$ cat config.mk
export PLATFORM = sky130hd
export DESIGN_NAME = pingpong_ctrl
export DESIGN_NICKNAME = d
export VERILOG_FILES = /design/src/rtl/pingpong_ctrl.sv
export SDC_FILE = /design/constraint.sdc
export NUM_CORES = 1
export LEC_CHECK = 0
export ABC_AREA = 1
export BUFFER_PORTS_ARGS = -buffer_cell sky130_fd_sc_hd__buf_4
export CAP_MARGIN = 20
export CORE_ASPECT_RATIO = 0.75
export CORE_MARGIN = 2
export CORE_UTILIZATION = 30
export CTS_BUF_LIST = sky130_fd_sc_hd__clkbuf_8 sky130_fd_sc_hd__clkbuf_16
export DETAILED_ROUTE_END_ITERATION = 10
export PLACE_DENSITY = 0.54
export SYNTH_ARGS = -nofsm -noshare
export SYNTH_HDL_FRONTEND = slang
export SYNTH_SLANG_ARGS = --single-unit
$ cat constraint.sdc
create_clock -name clk -period 1.78 [get_ports clk]
set_clock_uncertainty 0.15 [all_clocks]
set_input_delay 0.178 -clock clk [delete_from_list [all_inputs] [get_ports clk]]
set_output_delay 0.178 -clock clk [all_outputs]
set_load 0.05 [all_outputs]
$ cat src/rtl/pingpong_ctrl.sv
// Two-bank ping-pong buffer controller: tracks bank occupancy for a packet producer
// and sequences an output stage through IDLE/START/BUSY with a read watchdog.
module pingpong_ctrl #(
    parameter int WD_LIMIT = 2047
) (
    input  logic        clk,
    input  logic        reset,
    input  logic        wr_done,
    output logic        wr_bank,
    output logic        wr_ready,
    output logic        rd_start,
    output logic        rd_bank,
    input  logic        rd_done,
    output logic [1:0]  full_cnt,
    output logic        overflow,
    output logic        timeout,
    output logic [15:0] pkt_cnt,
    output logic [7:0]  ovf_cnt
);

    typedef enum logic [1:0] {
        IDLE  = 2'd0,
        START = 2'd1,
        BUSY  = 2'd2
    } state_t;

    localparam logic [10:0] WD_LAST = 11'(WD_LIMIT - 1);

    state_t      state_q, state_d;
    logic [1:0]  bank_full_q, bank_full_d;
    logic        wr_bank_q, wr_bank_d;
    logic        rd_bank_q, rd_bank_d;
    logic [10:0] busy_cnt_q, busy_cnt_d;
    logic [1:0]  full_cnt_q, full_cnt_d;
    logic        overflow_q, overflow_d;
    logic        timeout_q, timeout_d;
    logic [15:0] pkt_cnt_q, pkt_cnt_d;
    logic [7:0]  ovf_cnt_q, ovf_cnt_d;

    logic        wr_accept;
    logic        wr_reject;
    logic        rel_bank;

    // Acceptance is judged on the pre-edge occupancy, so a bank freed by the
    // reader at the same edge only becomes writable one cycle later.
    assign wr_ready  = ~bank_full_q[wr_bank_q];
    assign wr_accept = wr_done & wr_ready;
    assign wr_reject = wr_done & ~wr_ready;

    always_comb begin
        state_d     = state_q;
        bank_full_d = bank_full_q;
        wr_bank_d   = wr_bank_q;
        rd_bank_d   = rd_bank_q;
        busy_cnt_d  = busy_cnt_q;
        pkt_cnt_d   = pkt_cnt_q;
        ovf_cnt_d   = ovf_cnt_q;
        overflow_d  = 1'b0;
        timeout_d   = 1'b0;
        rel_bank    = 1'b0;

        case (state_q)
            IDLE: begin
                busy_cnt_d = '0;
                if (bank_full_q[rd_bank_q]) state_d = START;
            end
            START: begin
                busy_cnt_d = '0;
                state_d    = BUSY;
            end
            BUSY: begin
                // A completion in the expiry cycle still counts as a normal packet.
                if (rd_done) begin
                    rel_bank  = 1'b1;
                    pkt_cnt_d = pkt_cnt_q + 16'd1;
                    state_d   = IDLE;
                end else if (busy_cnt_q == WD_LAST) begin
                    rel_bank  = 1'b1;
                    timeout_d = 1'b1;
                    state_d   = IDLE;
                end else begin
                    busy_cnt_d = busy_cnt_q + 11'd1;
                end
            end
            default: state_d = IDLE;
        endcase

        // The reader only holds a full bank and the writer only targets an empty
        // one, so release and accept never touch the same flag.
        if (rel_bank) begin
            bank_full_d[rd_bank_q] = 1'b0;
            rd_bank_d              = ~rd_bank_q;
        end
        if (wr_accept) begin
            bank_full_d[wr_bank_q] = 1'b1;
            wr_bank_d              = ~wr_bank_q;
        end
        if (wr_reject) begin
            overflow_d = 1'b1;
            if (ovf_cnt_q != 8'hFF) ovf_cnt_d = ovf_cnt_q + 8'd1;
        end

        full_cnt_d = {1'b0, bank_full_d[0]} + {1'b0, bank_full_d[1]};
    end

    always_ff @(posedge clk) begin
        if (reset) begin
            state_q     <= IDLE;
            bank_full_q <= 2'b00;
            wr_bank_q   <= 1'b0;
            rd_bank_q   <= 1'b0;
            busy_cnt_q  <= '0;
            full_cnt_q  <= 2'd0;
            overflow_q  <= 1'b0;
            timeout_q   <= 1'b0;
            pkt_cnt_q   <= '0;
            ovf_cnt_q   <= '0;
        end else begin
            state_q     <= state_d;
            bank_full_q <= bank_full_d;
            wr_bank_q   <= wr_bank_d;
            rd_bank_q   <= rd_bank_d;
            busy_cnt_q  <= busy_cnt_d;
            full_cnt_q  <= full_cnt_d;
            overflow_q  <= overflow_d;
            timeout_q   <= timeout_d;
            pkt_cnt_q   <= pkt_cnt_d;
            ovf_cnt_q   <= ovf_cnt_d;
        end
    end

    assign wr_bank  = wr_bank_q;
    assign rd_bank  = rd_bank_q;
    assign rd_start = (state_q == START);
    assign full_cnt = full_cnt_q;
    assign overflow = overflow_q;
    assign timeout  = timeout_q;
    assign pkt_cnt  = pkt_cnt_q;
    assign ovf_cnt  = ovf_cnt_q;

endmodule

==> results.md <==
* Mapped Area at 2330 sq um
* Netlist cell types at 32
* Async set-reset flop share out of synthesis at 0%
* Fin Hold WS at 16.6 ps
* Vias post-DR at 2,187
* Cell Pwr Density at about 790 nW/um^2
* RSZ-0062 raised after global routing: false
* Yosys top cell area share at 38.6%
* Number of cell rows at 27
* Root buffer cell: clkbuf_8
* Crit-path most repeated cell: nand2_1
* Number of synthesized flops with an enable pin at 0
* CP max-delay cell: dfxtp_2
* Max-cap violations at 0
* Slew HR at 64.4%
* Placed cells at 482
* Tcrit/Tclk final at 93.1%
* Non-Filler Instances at 492
* CP cell instances: inv_2 -> ha_1 -> nand2_1 -> nand3b_4 -> nand2_2 -> nand3_1 -> nand2_1 -> nand2_1 -> ha_1 -> inv_1 -> nor2_1
* Post-DP HPWL at slightly below 4 mm
* Outcome: completed
* Layout cell share with drive strength beyond 1 at 20.5%
* Worst EP arrival at 1700 ps
* Gpl congestion at between 0.7 and 0.8
* Clock buffer depth at 2
* Fin util at between 30% and 40%
* Largest fanout on the critical path at 3
* Multi-input gate area in the final layout at 1230 sq um
* Synth Register Bits at 45
* Fill cell count at 813
* GRT Util Overall at 13.3%
* Largest net degree at the start of global routing at 27
* Final Max Slew Viols at 0
* Top Usage Layer GRT: met2
* Layout area overhead at 24.7%
* Mean routed wirelength per cell at 10.8 um
* Syn nets at 353
* Worst-Margin Slew at 533 ps
* Core Footprint at 7430 sq um
* Routed Antenna Nets at 0
* Met2 usage at roughly 20%
* Starting Density at 31.4%
* Most common cell in the synthesized netlist: nand2_1
* Die H at 80.3 um
* CTS Buf Count at 5
* GR Util met3 at 3.17%
* N_diodes at 0
* Routing usage on met1 at 19.2%
* Sequential share of the synthesized area at 38.6%
* Post-synth top area cell: dfxtp_1
* Layout Nets at 399
* Gate Count Post-Synth at around 340
* IO Port Bufs at 35
* Final worst setup slack at 122 ps
* Placed Area at 2760 sq um
* Sink Count at 45
* Final Cell Area at 2910 sq um
* Largest cells by area after synthesis: dfxtp_1 39%, nand2_1 14%, nor2_1 8.1%, inv_1 7.2%, a21oi_1 6.7%
* Max VDD drop at 613 uV
* Sequential standard cell area at between 900 and 1000 sq um
* Pre-antenna DRT Iters at 4
* Vias in the first global route at ~2k
* First-pass GRT wire length at 9.20 mm
* Tmin final at 1660 ps
* Synth warn at 0
* TritonCTS clock tree: built
* DIE WIDTH at around 110 um
* Dpl ws at between 50 and 60 ps
* Worst Hold Class: input pin to register
* CP Launch Type: register
* Top FF cell, synth: dfxtp_1
* Ports at 36
* Die ar. at 8500 sq um
* Initial antenna violation count at 0
* Leakage Power at 1.20 nW
* Drt drc at 0
* DRT Wirelength at 5.32 mm
* Clk_lat worst skew at 300 ps
* Setup CP Type: register to register
* Fmax at 603 MHz
* Setup TNS at 0 ps
* H-tree depth at 2
* DR iter-0 viols at 87
* Drt via density at 4.45
* Largest stage delay on the critical path at ~330 ps
* Final setup fails at 0
* GRT overflow at 0
* Final hold vios at 0
* Critical Path End Type: register
* Clock transition at the registers of the reported paths at ~90 ps
* Post-synthesis area per instance at 6.78 sq um
* CP required at approximately 1800 ps
* Post-synth top cells: 87 x nand2_1, 50 x nor2_1, 45 x dfxtp_1, 45 x inv_1, 31 x a21oi_1
* Power Total at around 2.3 mW
[power by group]
group	internal, mW	total (mW)	switching [mW]	leakage (nW)
clock	0.457	0.832	0.375	0.0574
combinational	0.119	0.389	0.269	0.771
sequential	1.04	1.08	0.0326	0.367
[worst max-delay path, delay by kind of cell, from the launching register on]
kind                     cells  cell delay [ps]
adder cells (fa/ha/maj)      2              400
flip-flops                   1              330
buffers and inverters        2              110
AND/OR/NAND/NOR              7              570
[final timing paths]
kind,from,to,slack (ps),depth (start not counted)
setup reg to reg,busy_cnt_q[0]$_SDFFE_PP0P_,full_cnt[0]$_SDFF_PP0_,120,11
hold reg to reg,busy_cnt_q[0]$_SDFFE_PP0P_,busy_cnt_q[0]$_SDFFE_PP0P_,330,2
hold / removal,wr_done,overflow$_SDFF_PP0_,20,3
setup / recovery,busy_cnt_q[0]$_SDFFE_PP0P_,full_cnt[0]$_SDFF_PP0_,120,11
[registers in the layout (all words and copies together) (netlist names)]
| signal | count |
|---|---|
| ovf_cnt | 8 |
| full_cnt | 2 |
| bank_full_q | 2 |
| wr_bank | 1 |
| state_q | 2 |
| busy_cnt_q | 11 |
| pkt_cnt | 16 |
| rd_bank | 1 |
| timeout | 1 |
| overflow | 1 |
[metal layers]
layer	up-vias	routed length, um
met4	0	33
met2	41	2120
li1	1188	-
met1	953	2920
met3	5	243
met5	-	0
[kinds of logic after synthesis]
family / share of synthesized area, %
xor+xnor: 1.88
simple gates: 36.3
fa+ha+maj: 2.68
buf+inv: 9.29
compound gates: 11.2
flops: 38.6
[layout by cell type (no fill, tap or decap), types with 6 or more instances in the layout]
cell type	count
clkbuf_8	6
dfxtp_1	38
nand3_1	20
nand4_1	7
dfxtp_2	7
nor2_1	50
inv_1	44
o21ai_0	12
a21oi_1	31
buf_4	44
nand2_1	86
[area by class of cell]
type,count,area share [%]
flip-flops and latches,45,31.3
repair buffers,45,11.7
inverters,47,6.15
clock buffers,6,2.84
multi-input cells,246,42.4
well taps,101,4.35
clock inverters,2,1.29
[repair_timing]
item,4_1_cts,5_1_grt
endpoints found under the setup margin,0,4
setup buffers,0,1
gates resized for setup,0,7
hold buffers,1,0
endpoints found under the hold margin,1,0
(Power assumes the default switching activity.)
